## src/rtl/cpu_pkg.sv

```systemverilog
// Shared CPU definitions: load/store opcode numbers, LSU state encoding,
// access widths and small opcode-decoding helpers.
package cpu_pkg;

  localparam logic [31:0] OP_LB  = 32'd27;
  localparam logic [31:0] OP_LH  = 32'd28;
  localparam logic [31:0] OP_LW  = 32'd29;
  localparam logic [31:0] OP_LBU = 32'd30;
  localparam logic [31:0] OP_LHU = 32'd31;
  localparam logic [31:0] OP_SB  = 32'd32;
  localparam logic [31:0] OP_SH  = 32'd33;
  localparam logic [31:0] OP_SW  = 32'd34;

  typedef enum logic [1:0] {
    LSU_IDLE   = 2'd0,
    LSU_ACCESS = 2'd1,
    LSU_DONE   = 2'd2
  } lsu_state_t;

  typedef enum logic [1:0] {
    ACC_BYTE = 2'd0,
    ACC_HALF = 2'd1,
    ACC_WORD = 2'd2
  } access_width_t;

  function automatic logic op_is_lsu(input logic [31:0] op);
    return (op >= OP_LB) && (op <= OP_SW);
  endfunction

  function automatic logic op_is_load(input logic [31:0] op);
    return (op >= OP_LB) && (op <= OP_LHU);
  endfunction

  function automatic logic op_is_signed(input logic [31:0] op);
    return (op == OP_LB) || (op == OP_LH);
  endfunction

  function automatic access_width_t op_width(input logic [31:0] op);
    access_width_t w;
    case (op)
      OP_LB, OP_LBU, OP_SB: w = ACC_BYTE;
      OP_LH, OP_LHU, OP_SH: w = ACC_HALF;
      default:              w = ACC_WORD;
    endcase
    return w;
  endfunction

endpackage

```

## src/rtl/lsu_align.sv

```systemverilog
// Byte-lane alignment: byte enables and replicated write data for stores,
// read-data shift and sign/zero extension for loads. Purely combinational.
module lsu_align
  import cpu_pkg::*;
(
  input  access_width_t i_width,
  input  logic          i_signed,
  input  logic [1:0]    i_ea_lo,
  input  logic [31:0]   i_sdata,
  input  logic [31:0]   i_rdata,
  output logic [3:0]    o_be,
  output logic [31:0]   o_wdata,
  output logic [31:0]   o_ldata
);

  logic [31:0] w_shifted;

  always_comb begin
    // NOTE: every output gets a default first so no path through the case infers a latch.
    o_be      = 4'b0000;
    o_wdata   = 32'h0;
    o_ldata   = 32'h0;
    w_shifted = 32'h0;
    case (i_width)
      ACC_BYTE: begin
        o_be      = 4'b0001 << i_ea_lo;
        o_wdata   = {4{i_sdata[7:0]}};
        w_shifted = i_rdata >> {i_ea_lo, 3'b000};
        o_ldata   = {{24{i_signed & w_shifted[7]}}, w_shifted[7:0]};
      end
      ACC_HALF: begin
        // Half-word lane follows EA[1] only; EA[0] never moves the lane.
        o_be      = 4'b0011 << {i_ea_lo[1], 1'b0};
        o_wdata   = {2{i_sdata[15:0]}};
        w_shifted = i_rdata >> {i_ea_lo[1], 4'b0000};
        o_ldata   = {{16{i_signed & w_shifted[15]}}, w_shifted[15:0]};
      end
      default: begin
        o_be    = 4'b1111;
        o_wdata = i_sdata;
        o_ldata = i_rdata;
      end
    endcase
  end

endmodule

```

## src/rtl/load_store_unit.sv

```systemverilog
// Load/store unit: one handshaked data-bus access per load/store opcode with
// bus timeout. Optional misaligned-access trap under LSU_MISALIGN_TRAP_EN.
module load_store_unit
  import cpu_pkg::*;
#(
  parameter int TIMEOUT = 255
) (
  input  logic        i_clk,
  input  logic        i_rst,
  input  logic        i_start,
  input  logic [31:0] i_instruction,
  input  logic [31:0] i_IR,
  input  logic [31:0] i_A,
  input  logic [31:0] i_B,
  output logic [31:0] o_bus_addr,
  output logic [31:0] o_bus_wdata,
  output logic [3:0]  o_bus_be,
  output logic        o_bus_rd,
  output logic        o_bus_wr,
  input  logic [31:0] i_bus_rdata,
  input  logic        i_bus_ack,
  output logic [31:0] o_loaddata,
  output logic        o_load_regfile,
  output logic        o_done,
  output logic        o_busy,
  output logic        o_bus_err,
  output logic        o_misaligned
);

  localparam int CNT_W = (TIMEOUT > 1) ? $clog2(TIMEOUT) : 1;
  localparam logic [CNT_W-1:0] CNT_LAST = CNT_W'((TIMEOUT > 0) ? TIMEOUT - 1 : 0);

  lsu_state_t    r_state;
  access_width_t r_width;
  logic          r_load;
  logic          r_signed;
  logic [31:0]   r_ea;
  logic [31:0]   r_b;
  logic [CNT_W-1:0] r_cnt;
  logic          r_rd;
  logic          r_wr;
  logic [31:0]   r_loaddata;
  logic          r_done;
  logic          r_load_regfile;
  logic          r_bus_err;
  logic          r_misaligned;

  logic          w_valid;
  logic          w_is_load;
  access_width_t w_width;
  logic [31:0]   w_imm;
  logic [31:0]   w_ea;
  logic          w_misaligned;
  logic [3:0]    w_be;
  logic [31:0]   w_wdata;
  logic [31:0]   w_ldata;
  logic          w_unused;

  assign w_valid   = op_is_lsu(i_instruction);
  assign w_is_load = op_is_load(i_instruction);
  assign w_width   = op_width(i_instruction);
  assign w_imm     = w_is_load ? {{20{i_IR[31]}}, i_IR[31:20]}
                               : {{20{i_IR[31]}}, i_IR[31:25], i_IR[11:7]};
  assign w_ea      = i_A + w_imm;
  assign w_unused  = &{1'b0, i_IR[19:12], i_IR[6:0]};

`ifdef LSU_MISALIGN_TRAP_EN
  assign w_misaligned = ((w_width == ACC_HALF) && w_ea[0]) ||
                        ((w_width == ACC_WORD) && (w_ea[1:0] != 2'b00));
`else
  assign w_misaligned = 1'b0;
`endif

  lsu_align u_align (
    .i_width  (r_width),
    .i_signed (r_signed),
    .i_ea_lo  (r_ea[1:0]),
    .i_sdata  (r_b),
    .i_rdata  (i_bus_rdata),
    .o_be     (w_be),
    .o_wdata  (w_wdata),
    .o_ldata  (w_ldata)
  );

  always_ff @(posedge i_clk or posedge i_rst) begin
    if (i_rst) begin
      r_state        <= LSU_IDLE;
      r_width        <= ACC_BYTE;
      r_load         <= 1'b0;
      r_signed       <= 1'b0;
      r_ea           <= 32'h0;
      r_b            <= 32'h0;
      r_cnt          <= '0;
      r_rd           <= 1'b0;
      r_wr           <= 1'b0;
      r_loaddata     <= 32'h0;
      r_done         <= 1'b0;
      r_load_regfile <= 1'b0;
      r_bus_err      <= 1'b0;
      r_misaligned   <= 1'b0;
    end else begin
      // NOTE: non-blocking assignments only; these defaults make the status outputs single-cycle pulses.
      r_done         <= 1'b0;
      r_load_regfile <= 1'b0;
      r_bus_err      <= 1'b0;
      r_misaligned   <= 1'b0;
      case (r_state)
        LSU_IDLE: begin
          if (i_start && w_valid) begin
            r_width  <= w_width;
            r_load   <= w_is_load;
            r_signed <= op_is_signed(i_instruction);
            r_ea     <= w_ea;
            r_b      <= i_B;
            r_cnt    <= '0;
            if (w_misaligned) begin
              r_state      <= LSU_DONE;
              r_done       <= 1'b1;
              r_misaligned <= 1'b1;
            end else begin
              r_state <= LSU_ACCESS;
              r_rd    <= w_is_load;
              r_wr    <= ~w_is_load;
            end
          end
        end
        LSU_ACCESS: begin
          if (i_bus_ack) begin
            r_rd    <= 1'b0;
            r_wr    <= 1'b0;
            r_state <= LSU_DONE;
            r_done  <= 1'b1;
            if (r_load) begin
              r_loaddata     <= w_ldata;
              r_load_regfile <= 1'b1;
            end
          end else if ((TIMEOUT != 0) && (r_cnt == CNT_LAST)) begin
            r_rd      <= 1'b0;
            r_wr      <= 1'b0;
            r_state   <= LSU_DONE;
            r_done    <= 1'b1;
            r_bus_err <= 1'b1;
          end else begin
            r_cnt <= r_cnt + 1'b1;
          end
        end
        LSU_DONE: r_state <= LSU_IDLE;
        default:  r_state <= LSU_IDLE;
      endcase
    end
  end

  // Lane enables are only meaningful while a strobe is up.
  assign o_bus_be       = (r_rd | r_wr) ? w_be : 4'b0000;
  assign o_bus_addr     = {r_ea[31:2], 2'b00};
  assign o_bus_wdata    = w_wdata;
  assign o_bus_rd       = r_rd;
  assign o_bus_wr       = r_wr;
  assign o_loaddata     = r_loaddata;
  assign o_load_regfile = r_load_regfile;
  assign o_done         = r_done;
  assign o_busy         = (r_state != LSU_IDLE);
  assign o_bus_err      = r_bus_err;
  assign o_misaligned   = r_misaligned;

endmodule

```

## config.mk

```make
export PLATFORM = sky130hd
export DESIGN_NAME = load_store_unit
export DESIGN_NICKNAME = d
export VERILOG_FILES = /design/src/rtl/cpu_pkg.sv /design/src/rtl/lsu_align.sv /design/src/rtl/load_store_unit.sv
export SDC_FILE = /design/constraint.sdc
export NUM_CORES = 1
export LEC_CHECK = 0
export CORE_UTILIZATION = 40
export DETAILED_ROUTE_END_ITERATION = 10
export DONT_BUFFER_PORTS = 1
export GPL_ROUTABILITY_DRIVEN = 1
export SLEW_MARGIN = 40
export SYNTH_ARGS = -nofsm -noshare
export SYNTH_HDL_FRONTEND = slang
export SYNTH_SLANG_ARGS = --single-unit
```

## constraint.sdc

```tcl
create_clock -name i_clk -period 8.5 [get_ports i_clk]
set_input_delay 0.85 -clock i_clk [delete_from_list [all_inputs] [get_ports i_clk]]
set_output_delay 0.85 -clock i_clk [all_outputs]
set_load 0.1 [all_outputs]
```

# After elaboration in Yosys (flattened, before gate mapping)
# Cells that the tools add are included.
dict set report word_totals {
  romBits 0
  out_inout_bits 107
  mem_bits_rw 0
  elab_cells 82
  memories 0
  register_bits 115
  latchBits 0
  in_bits 164
}
dict set report op_classes {
  multipliers 0
  mux 28
  eq_ne 13
  add_sub_neg 2
  n_reduce_logical 15
  div_mod_pow 0
  bitwise_logic 4
  order_cmp 3
  n_shift 4
}
# operator count
set op_table {}
lappend op_table {{== test 32 x 5 -> 1 bit, second input constant} 4}
lappend op_table {{case mux 32 bit (2 select lines)} 2}
lappend op_table {{== test 32 x 6 -> 1 bit, second input constant} 2}
lappend op_table {{adder 32 bit} 1}
lappend op_table {{>= comparator 32 x 5 -> 1 bit, second input constant} 1}
lappend op_table {{less-or-equal comparator 32 x 5 -> 1 bit, second input constant} 1}
lappend op_table {{less-or-equal comparator 32 x 6 -> 1 bit, second input constant} 1}
lappend op_table {{right shift 32 x 5 -> 16 bit} 1}
lappend op_table {{right shift 32 x 5 -> 8 bit} 1}
lappend op_table {{two-way mux 8 bit} 3}
lappend op_table {{case mux 8 bit (2 select lines)} 1}
lappend op_table {{two-way mux 1 bit} 12}
lappend op_table {{adder 8 x 1 -> 8 bit, second input constant} 1}
lappend op_table {{== test 8 bit, second input constant} 1}
lappend op_table {{case mux 2 bit (2 select lines)} 2}
lappend op_table {{case mux 4 bit (2 select lines)} 1}
lappend op_table {{two-way mux 2 bit} 3}
lappend op_table {{!= test 2 bit, second input constant} 3}
lappend op_table {{AND reduction 3 bit} 2}
lappend op_table {{OR reduction 3 bit} 2}
lappend op_table {{two-way mux 5 bit} 1}
lappend op_table {{== test 2 x 1 -> 1 bit, second input constant} 2}
lappend op_table {{zero test 2 bit} 2}
lappend op_table {{two-way mux 4 bit} 1}
lappend op_table {{12 further kinds} 18}

# Logic depth before layout (Yosys ltp)
# Gate-level depths: netlist of the first run.
dict set report depth {
  ltp_word 5
  depth_mapped 17
  ltp_nobuf 16
}

# Cells and area by module
# A second synthesis of the first run with hierarchy kept.
dict set report hier_totals {
  cells_unflattened 910
  hier_area_um2 7505.9
}
# module cells_each seq_area_each_um2 area_each_um2 n_inst
set modules_own_cells {}
lappend modules_own_cells {load_store_unit 734 2877.8 6304.8 1}
lappend modules_own_cells {lsu_align 176 0.0 1201.2 1}

# Least setup slack after synthesis of the first run
# Ideal clock, no wire load.
dict set report synth_timing {
  kind {input-to-reg}
  from {input i_instruction[13]}
  to {register r_ea[28]}
  stages 17
  t_arrival_ns 4.850
  n_path_buf 1
  required_time_ns 8.374
  path_slack_ns 3.524
  setup_time_ns 0.126
  path_cell_list {nor4_1 and4_1 nand3_2 or4_1 buf_2 nor3_2 mux2_2 ha_1 fa_1 a21oi_1 o211ai_1 a21oi_1 a41oi_1 a221oi_2 o21ai_0 a31o_2 a221o_1}
}
dict set report synth_via {
  elab_chain_cells 4
}
# element line_no
set synth_rtl {}
lappend synth_rtl {{from (decl)} load_store_unit.sv:11} ;# input logic [31:0] i_instruction,
lappend synth_rtl {{>= comparator 32 x 5 -> 1 bit, or another cell as far along} {cpu_pkg.sv:27, cpu_pkg.sv:31}}
lappend synth_rtl {{logical AND 1 bit (on tied branches)} {cpu_pkg.sv:31, cpu_pkg.sv:27}}
lappend synth_rtl {{two-way mux 5 bit or logical AND 1 bit (tied branches)} {load_store_unit.sv:62, load_store_unit.sv:109}}
lappend synth_rtl {{adder 32 bit or AND reduction 2 bit (tied branches)} -}
lappend synth_rtl {{to (signal assigned)} load_store_unit.sv:113} ;# r_ea <= w_ea;
lappend synth_rtl {{to (decl)} load_store_unit.sv:37} ;# logic [31:0] r_ea;
# Parallel ways exist; a longest one is shown, timed or not.
# A chain may end at the register's enable or synchronous reset.

# Worst setup path after layout of the first run
# Same ends and word-level chain as after synthesis.

==> out/results.md, run 1 <==
Outcome
* run status: completed

Drt
* count of vias placed by the detailed router: 5,632
* vias per cell: 5.57
* residual DRC count: 0
* Antenna Nets Post-Route: 0
* total wirelength of the detailed-routed design: 18,300 µm
* Iter 0 DRT Violations: 191
* number of detailed-routing iterations run before antenna repair: 4
* routed wire length per instance: 18.1 µm

CTS
* Hold Buf Count CTS: 0
* H-Tree Depth: 4
* CTS tree: yes
* clock tree root driver cell: clkbuf_16
* clock-pin slew on the worst setup and hold paths: 50 ps
* Setup Fix Bufs, Post-CTS: 0
* worst-skew pair later-pin latency: 410 ps
* # resized after CTS: 0
* sinks on the clock net: 115
* CTS buffer count: 17
* buffer depth of the longest clock path: 2

Placement
* number of port buffers: 0
* hpwl dp: 13,500 µm
* placer congestion estimate: 0.836

Pwr
* Peak supply drop: 123 µV
* Clk pwr share: 53.3%
* power density of the placed cells: 190 nW/µm²
* static leakage: 3.60 nW
* part of the power in registers: 36.8%
* switching share of power: 22.7%
* share of total power in combinational logic: 10.0%
* cell internal pwr: 1.16 mW
* Net Switching: 0.340 mW

Final layout
* filler instances: 1,693
* layout cell share with drive strength beyond 1: 20.5%
* Area Overhead vs Synth: 10.7%
* ant diodes: 0
* net count of the finished layout: 972

Hold path
* Hold Path Class: primary input to async pin

Floorplan
* Die W: 135 µm
* effective utilization at floorplan: 41.0%
* die area: 18,300 µm²
* height of the chip: 135 µm
* Core Rows: 48
* placeable core region: 17,400 µm²
* number of top-level pins: 271

Timing
* worst slew pin tran: 895 ps
* final hold violation count: 0
* final setup fails: 0
* largest clock skew in the final design: 8.94 ps
* Worst slew margin: 40.3%
* setup_tns: 0 ps
* count of final max-slew check failures: 0
* final period demand of the worst path: 5330 ps
* Worst Hold Slack: 427 ps
* RSZ-0062 raised after global routing: no
* maximum frequency from static timing analysis: 187 MHz
* period utilisation layout: 62.8%

Global route
* initial antenna violation count: 0
* global-route wire length before repair: 28,500 µm
* maximum number of pins on one net before global-route repair: 81
* via count of the first global-routing pass: 5,528
* global route total overflow: 0
* combined global-route utilization of all metal layers: 20.1%

Synth
* predominant post-synthesis flop cell: dfrtp_1
* number of distinct library cells after synthesis: 60
* Warnings, synthesis: 0
* fraction of synthesis flops using an asynchronous set or reset pin: 100%
* flip-flop and latch count after synthesis: 115
* mapped cell area: 7120 µm²
* sequential element share of the synthesized area: 40.4%
* mean area per synthesized cell: 8.71 µm²
* number of instances in the synthesized netlist: 817
* number of enable-type register cells in the synthesized netlist: 0

Setup path
* signal arrival time at the worst endpoint: 5620 ps
* Most common cell on crit path: a21oi_1
* critical path peak fanout: 6
* peak per-stage delay on the critical path: 580 ps
* worst-case reg-to-reg path depth: 7
* startpoint types: primary input
* Cell Chain, Critical Path: nor4_1, and4_1, nand3_2, or4_1, nor3_2, mux2_2, ha_1, fa_1, a21oi_1, o211ai_1, a21oi_1, a41oi_1, a221oi_2, o21ai_0, a31o_2, a221o_1
* required time of the critical path: 8790 ps
* Crit Path Class: primary input to register
* capturing element type of the critical path: register
* CP max-delay cell: or4_1

Job
* number of max-cap violations: 0

cell families after synthesis:
| family | share of synthesized area (%) |
|---|---|
| adders and majority gates | 6.08 |
| and+or+nand+nor | 17.6 |
| DFF | 40.4 |
| other | 0.0527 |
| muxes | 5.83 |
| AOI/OAI and AO/OA | 18.8 |
| buffers and inverters | 7.52 |
| xor gates and xnor gates | 3.69 |
registers in the layout, indices dropped and copies added (netlist names):
name and flops:
r_ea 32, r_b 32, r_cnt 8, r_state 2
o_bus_wr 1, r_signed 1, r_width 2, o_bus_err 1
r_load 1, o_loaddata 32, o_load_regfile 1, o_bus_rd 1
o_done 1
metal layers:
| metal | wire, µm | global-route usage (%) | vias to the layer above |
|---|---|---|---|
| li1 | - | - | 2740 |
| met3 | 1680 | 7.07 | 27 |
| met4 | 292 | 6.74 | 0 |
| met1 | 7600 | 24.3 | 2677 |
| met2 | 8700 | 33.1 | 188 |
| met5 | 0 | 0 | - |
synthesized netlist by cell type, types with 7 or more instances:
cell	instances	area, µm²
o21ai_0	64	320
nor4_1	10	62.6
a21o_1	17	128
buf_4	47	353
a222oi_1	7	70.1
a221oi_1	9	78.8
o21ai_1	17	85.1
inv_1	19	71.3
ha_1	33	413
nand2_1	194	728
a21oi_1	49	245
xnor2_1	12	105
clkbuf_1	17	63.8
mux2i_1	10	100
o21a_1	8	60.1
nor2_1	45	169
nand3_1	10	50.1
dfrtp_1	115	2880
mux2_2	28	315
xor2_1	18	158
cells in the final DEF (no fill, tap or decap), types with 5 or more instances in the layout:
| cell type | n |
|---|---|
| a221oi_1 | 9 |
| dfrtp_1 | 46 |
| nand2_1 | 194 |
| dfrtp_2 | 69 |
| buf_4 | 7 |
| nor2_1 | 44 |
| xor2_1 | 18 |
| and3_1 | 6 |
| nor2b_1 | 5 |
| a211oi_1 | 5 |
| a21oi_1 | 47 |
| a21o_1 | 17 |
| ha_1 | 33 |
| o21a_1 | 6 |
| o21ai_1 | 17 |
| o21ai_0 | 56 |
| a222oi_1 | 7 |
| clkbuf_16 | 17 |
| nor4_1 | 10 |
| o31ai_1 | 6 |
| nand3_1 | 10 |
| mux2i_1 | 10 |
| xnor2_1 | 12 |
| mux2_2 | 28 |
| inv_1 | 18 |
| o21ai_4 | 9 |
| bufinv_16 | 5 |
cell type report:
type,instances,area (µm²),area share [%]
inverter,20,77.6,0.984
sequential,115,2960,37.6
clock buffer,23,488,6.19
clock inverter,9,174,2.21
multi-input combinational,612,3830,48.6
timing repair buffer,8,63.8,0.809
tap,225,282,3.57
path summary, 6_finish.rpt:
path / slack (ps) / from / endpoint
setup / recovery: 3170 / i_instruction[13] / r_ea[28]$_DFFE_PP0P_
hold reg to reg: 470 / r_b[24]$_DFFE_PP0P_ / r_b[24]$_DFFE_PP0P_
hold / removal: 430 / i_rst / o_loaddata[30]$_DFFE_PP0P_
setup reg to reg: 6150 / r_state[1]$_DFFE_PP0P_ / r_ea[31]$_DFFE_PP0P_
min in group i_clk: 470 / r_b[24]$_DFFE_PP0P_ / r_b[24]$_DFFE_PP0P_
max in group asynchronous: 7030 / i_rst / r_b[6]$_DFFE_PP0P_
metrics by stage:
step / cell area [µm²] / utilization, % / worst slack [ps] / instances / total power, mW
floorplan: 7130 / - / 3520 / 819 / 0.683
global placement: 7050 / 40.6 / 2810 / 980 / 0.709
detailed placement: 7180 / 41.4 / 2740 / 980 / 0.709
CTS: 7840 / 45.2 / 3180 / 1012 / 1.52
global route: 7880 / 45.4 / 2830 / 1012 / 1.56
finish: 7880 / 45.4 / 3170 / 1012 / 1.50
power by group through the flow:
stage	clock network [mW]	logic, mW	registers, mW
after CTS	0.817	0.149	0.551
after detailed placement	0	0.148	0.560
after global routing	0.845	0.169	0.551
after floorplan	0	0.123	0.560
final	0.799	0.149	0.551
after global placement	0	0.148	0.560
critical path: cells and delay by family:
| kind | cells | cell delay, ps |
|---|---|---|
| AOI/OAI and AO/OA | 8 | 2070 |
| and+or+nand+nor | 5 | 1680 |
| adders and majority gates | 2 | 610 |
| muxes | 1 | 400 |
(Power assumes the default switching activity.)
==> run 2, diff against run 1 <==
==> constraint.sdc (replaced) <==
create_clock -name i_clk -period 4.8 [get_ports i_clk]
set_input_delay 0.48 -clock i_clk [delete_from_list [all_inputs] [get_ports i_clk]]
set_output_delay 0.48 -clock i_clk [all_outputs]
set_load 0.1 [all_outputs]
==> out/results.md, run 2 (synthesized netlist as in run 1, its figures left out) <==
Floorplan
* Die W: 135 µm, unchanged
* placeable core region: 17,400 µm², unchanged
* height of the chip: 135 µm, unchanged
* number of top-level pins: 271, unchanged
* effective utilization at floorplan: 41.0%, unchanged
* die area: 18,300 µm², unchanged
* Core Rows: 48, unchanged

Setup path
* FF-to-FF Start: r_ea[1]$_DFFE_PP0P_
* Crit Path Class: primary input to register
* r2r endpoint: o_loaddata[17]$_DFFE_PP0P_
* required time of the critical path: 5100 ps, -3690 ps
* register-to-register setup slack: 2410 ps, -3740 ps
* timing startpoint of the critical path: i_instruction[13]
* capturing element of the worst setup path: r_ea[28]$_DFFE_PP0P_
* CP max-delay cell: or4_1
* Cell Chain, Critical Path: nor4_1, and4_1, nand3_2, or4_1, nor3_2, buf_4, mux2_2, fa_1, a21oi_1, o211ai_1, a21oi_1, a41oi_1, a221oi_2, o21ai_0, a31o_2, a221o_1
* worst-case reg-to-reg path depth: 7, unchanged
* critical path peak fanout: 3, -3
* capturing element type of the critical path: register
* Most common cell on crit path: a21oi_1
* startpoint types: primary input
* peak per-stage delay on the critical path: 450 ps, -130 ps
* signal arrival time at the worst endpoint: 4680 ps, -940 ps

CTS
* clock tree root driver cell: clkbuf_16
* clock-pin slew on the worst setup and hold paths: 60 ps, about the same
* Hold Buf Count CTS: 0, unchanged
* # resized after CTS: 0, unchanged
* CTS buffer count: 17, unchanged
* sinks on the clock net: 115, unchanged
* buffer depth of the longest clock path: 2, unchanged
* H-Tree Depth: 4, unchanged
* Setup Fix Bufs, Post-CTS: 0, unchanged
* worst-skew pair later-pin latency: 420 ps, about the same
* CTS tree: yes

Final layout
* commonest non-fill, non-tap cells in the layout: nand2_1 (194), dfrtp_2 (67), o21ai_0 (56)
* most common cell after layout, fill and taps aside: nand2_1
* ant diodes: 0, unchanged
* Layout Cells excl Fill: 1,032, +2.0%
* net count of the finished layout: 992, +2.1%
* layout cell share with drive strength beyond 1: 21.7%, +1.2 points
* Area Overhead vs Synth: 12.4%

Timing
* count of final max-slew check failures: 0, unchanged
* setup_tns: 0 ps, unchanged
* largest clock skew in the final design: 9.48 ps, +0.542 ps
* final hold violation count: 0, unchanged
* worst slew pin tran: 896 ps, +0.555 ps
* Worst slew margin: 40.3%, about the same
* maximum frequency from static timing analysis: 228 MHz
* final setup fails: 0, unchanged
* period utilisation layout: 91.3%
* final period demand of the worst path: 4380 ps
* RSZ-0062 raised after global routing: no

Pwr
* static leakage: 3.67 nW, +1.8%
* power density of the placed cells: 312 nW/µm², +64%
* Peak supply drop: 224 µV, +82%

Global route
* global route total overflow: 0, unchanged
* initial antenna violation count: 0, unchanged
* via count of the first global-routing pass: 5,470, -1.0%
* maximum number of pins on one net before global-route repair: 73, -9.9%
* combined global-route utilization of all metal layers: 20.6%, +0.55 points
* global-route wire length before repair: 28,900 µm, +1.5%

Placement
* hpwl dp: 14,100 µm, +4.1%
* number of port buffers: 0, unchanged
* placer congestion estimate: 0.871, +4.3%
* Cell Count Post-Placement: 998, +1.8%

Drt
* routed wire length per instance: 18.3 µm, +1.1%
* Iter 0 DRT Violations: 200, +4.7%
* residual DRC count: 0, unchanged
* number of detailed-routing iterations run before antenna repair: 5, +1
* vias per cell: 5.52, -0.84%
* Antenna Nets Post-Route: 0, unchanged
* count of vias placed by the detailed router: 5,695, +1.1%
* total wirelength of the detailed-routed design: 18,800 µm, +3.1%

Outcome
* run status: completed

Hold path
* Hold Path Class: primary input to async pin

Job
* number of max-cap violations: 0, unchanged

## run 2: cell types whose count changed in the layout (fill, tap and decap cells not counted), moves of 2 or more
| cell | before | now |
|---|---|---|
| buf_1 | 0 | 2 |
| buf_4 | 7 | 20 |
| dfrtp_2 | 69 | 67 |
| clkinv_2 | 3 | 5 |
| bufinv_16 | 5 | 2 |
| buf_16 | 0 | 3 |
| clkbuf_1 | 2 | 4 |
| clkinvlp_4 | 0 | 3 |
| dfrtp_1 | 46 | 48 |
## run 2: worst min-delay path by stage
stage	to	slack, ps	cells past startpoint
detailed placement	r_b[21]$_DFFE_PP0P_	460	2
global route	o_loaddata[14]$_DFFE_PP0P_	60	1
finish	o_loaddata[14]$_DFFE_PP0P_	20	1
CTS	o_loaddata[4]$_DFFE_PP0P_	50	1
floorplan	r_ea[15]$_DFFE_PP0P_	440	2
global placement	r_b[21]$_DFFE_PP0P_	450	2
## run 2: worst max-delay path, delay by kind of cell
family | cells | cell delay [ps]
AND/OR/NAND/NOR | 5 | 1400
buffers and inverters | 1 | 200
multiplexers | 1 | 370
adder cells (fa/ha/maj) | 1 | 430
AO/OA/AOI/OAI | 8 | 1800
## run 2: cell type report
class | count | area (µm²)
Fill cell | 1678 | 9350
Multi-Input combinational cell | 612 | 3830
Sequential cell | 115 | 2960
Clock buffer | 22 | 474
Tap cell | 225 | 282
Timing Repair Buffer | 28 | 268
Clock inverter | 10 | 108
Inverter | 20 | 80.1
## run 2: layer usage
layer / routed length [µm] / vias to the layer above / track usage [%]
li1: - / 2786 / -
met2: 8920 / 197 / 34.0
met4: 214 / 0 / 5.37
met5: 0 / - / 0
met3: 1800 / 19 / 8.64
met1: 7900 / 2693 / 24.7
## run 2: power breakdown
group | internal (mW) | switching, mW | leakage, nW
Combinational | 0.112 | 0.163 | 1.90
Clock | 0.799 | 0.449 | 0.282
Sequential | 0.972 | 0.00306 | 1.48
Total | 1.88 | 0.615 | 3.67
## run 2: stage by stage
step	power [mW]	hold slack [ps]	utilization (%)	setup WS, ps	cell area (µm²)
after CTS	2.53	53.8	45.8	480	7950
after global routing	2.61	60.1	46.1	122	8000
after floorplan	1.21	440	-	194	7130
after global placement	1.27	454	41.3	59.1	7160
after detailed placement	1.27	457	42.5	48.9	7370
final	2.50	23.1	46.1	418	8000
==> run 3, diff against run 2 <==
--- a/config.mk
+++ b/config.mk
@@ -5,10 +5,11 @@
 export SDC_FILE = /design/constraint.sdc
 export NUM_CORES = 1
 export LEC_CHECK = 0
+export BUFFER_PORTS_ARGS = -buffer_cell sky130_fd_sc_hd__buf_4
 export CORE_UTILIZATION = 40
 export DETAILED_ROUTE_END_ITERATION = 10
-export DONT_BUFFER_PORTS = 1
-export GPL_ROUTABILITY_DRIVEN = 1
+export GPL_ROUTABILITY_DRIVEN = 0
+export PLACE_DENSITY = 0.67
 export SLEW_MARGIN = 40
 export SYNTH_ARGS = -nofsm -noshare
 export SYNTH_HDL_FRONTEND = slang
==> constraint.sdc (replaced) <==
create_clock -name i_clk -period 5.3 [get_ports i_clk]
set_input_delay 0.53 -clock i_clk [delete_from_list [all_inputs] [get_ports i_clk]]
set_output_delay 0.53 -clock i_clk [all_outputs]
set_load 0.1 [all_outputs]
==> out/results.md, run 3 (synthesized netlist as in run 1, its figures left out) <==
Outcome
* run status: completed

Floorplan
* effective utilization at floorplan: 41.0%, unchanged
* die area: 18,300 µm², unchanged
* Die W: 135 µm, unchanged
* Core Rows: 48, unchanged
* height of the chip: 135 µm, unchanged
* number of top-level pins: 271, unchanged
* placeable core region: 17,400 µm², unchanged

Pwr
* power density of the placed cells: 250 nW/µm², -20%
* Peak supply drop: 228 µV, +1.5%
* static leakage: 4.95 nW, +35%

CTS
* clock-pin slew on the worst setup and hold paths: 50 ps, about the same
* sinks on the clock net: 115, unchanged
* # resized after CTS: 0, unchanged
* H-Tree Depth: 4, unchanged
* buffer depth of the longest clock path: 2, unchanged
* Hold Buf Count CTS: 0, unchanged
* clock tree root driver cell: clkbuf_16
* CTS tree: yes
* worst-skew pair later-pin latency: 420 ps, about the same
* CTS buffer count: 17, unchanged
* Setup Fix Bufs, Post-CTS: 0, unchanged

Final layout
* most common cell after layout, fill and taps aside: buf_4
* Layout Cells excl Fill: 1,266, +23%
* net count of the finished layout: 1,227, +24%
* Area Overhead vs Synth: 34.4%
* ant diodes: 0, unchanged
* commonest non-fill, non-tap cells in the layout: buf_4 (261), nand2_1 (194), dfrtp_1 (114)
* layout cell share with drive strength beyond 1: 32.2%, +10 points

Global route
* initial antenna violation count: 0, unchanged
* via count of the first global-routing pass: 6,395, +17%
* maximum number of pins on one net before global-route repair: 61, -16%
* global-route wire length before repair: 31,800 µm, +10%
* global route total overflow: 0, unchanged
* combined global-route utilization of all metal layers: 22.4%, +1.7 points

Drt
* number of detailed-routing iterations run before antenna repair: 7, +2
* routed wire length per instance: 15.8 µm, -14%
* vias per cell: 5.17, -6.2%
* residual DRC count: 0, unchanged
* count of vias placed by the detailed router: 6,551, +15%
* Iter 0 DRT Violations: 253, +27%
* total wirelength of the detailed-routed design: 20,000 µm, +6.0%
* Antenna Nets Post-Route: 0, unchanged

Setup path
* startpoint types: primary input
* Crit Path Class: primary input to register
* capturing element type of the critical path: register
* critical path peak fanout: 6, +3
* required time of the critical path: 5600 ps, +500 ps
* register-to-register setup slack: 2970 ps, +560 ps
* signal arrival time at the worst endpoint: 4930 ps, +250 ps

Timing
* Worst slew margin: 49.2%, +8.9 points
* RSZ-0062 raised after global routing: no
* largest clock skew in the final design: 6.30 ps, -3.18 ps
* count of final max-slew check failures: 0, unchanged
* final hold violation count: 0, unchanged
* final setup fails: 0, unchanged
* maximum frequency from static timing analysis: 216 MHz
* setup_tns: 0 ps, unchanged
* period utilisation layout: 87.5%
* final period demand of the worst path: 4640 ps
* worst slew pin tran: 758 ps, -138 ps

Job
* number of max-cap violations: 0, unchanged

Hold path
* Hold Path Class: primary input to async pin

Placement
* Cell Count Post-Placement: 1,234, +24%
* number of port buffers: 252, +252
* hpwl dp: 14,800 µm, +5.3%

[run 3: changes by cell type in the layout (fill, tap and decap cells not counted), moves of 8 or more]
cell	previous run	this run
dfrtp_2	67	1
buf_4	20	261
o21ai_4	9	1
o21ai_0	56	64
dfrtp_1	48	114
[run 3: metal layers]
metal	share of wire, %	wire, µm	GRT usage, %
met5	0	0	0
met4	2.1	413	9.11
met3	7.7	1530	6.92
met2	47	9470	36.4
met1	43	8540	27.4
[run 3: layout make-up]
class | count | area (µm²)
clock buffer | 22 | 474
clock inverter | 9 | 129
fill | 1668 | 7790
inverter | 20 | 77.6
multi-input combinational | 612 | 3730
sequential | 115 | 2880
tap | 225 | 282
timing repair buffer | 263 | 2000
[run 3: critical path, stage by stage]
cell and delay [ps]:
buf_4 110, nor4_1 270, and4_1 250, nand3_2 120
or4_1 470, nor3_2 170, mux2_2 360, ha_1 210
fa_1 410, a21oi_1 220, o211ai_1 140, a21oi_1 180
a41oi_1 270, a221oi_2 410, o21ai_0 230, a31o_2 290
a221o_1 280
[run 3: power by group]
| part | switching [mW] | internal (mW) | leakage (nW) |
|---|---|---|---|
| combinational | 0.172 | 0.162 | 3.07 |
| sequential | 0.00277 | 0.881 | 1.59 |
| clock | 0.406 | 0.771 | 0.292 |
| total | 0.581 | 1.81 | 4.95 |
[run 3: worst paths after layout]
kind,start,to,cells after the start
max reg2reg,r_ea[1]$_DFFE_PP0P_,o_loaddata[11]$_DFFE_PP0P_,5
min in group i_clk,i_B[17],r_b[17]$_DFFE_PP0P_,3
min reg2reg,r_b[17]$_DFFE_PP0P_,r_b[17]$_DFFE_PP0P_,2
max,i_instruction[18],r_ea[28]$_DFFE_PP0P_,17
max in group asynchronous,i_rst,r_b[14]$_DFFE_PP0P_,3
min,i_rst,o_loaddata[11]$_DFFE_PP0P_,2
[run 3: through the flow]
| stage | utilization [%] | setup slack [ps] | cell area (µm²) | hold WS [ps] | total power [mW] |
|---|---|---|---|---|---|
| floorplan | - | 644 | 7130 | 440 | 1.09 |
| global placement | 51.4 | 303 | 8920 | 452 | 1.23 |
| detailed placement | 51.4 | 269 | 8930 | 459 | 1.23 |
| CTS | 54.9 | 695 | 9530 | 257 | 2.42 |
| global route | 55.1 | 345 | 9570 | 286 | 2.49 |
| finish | 55.1 | 665 | 9570 | 231 | 2.40 |
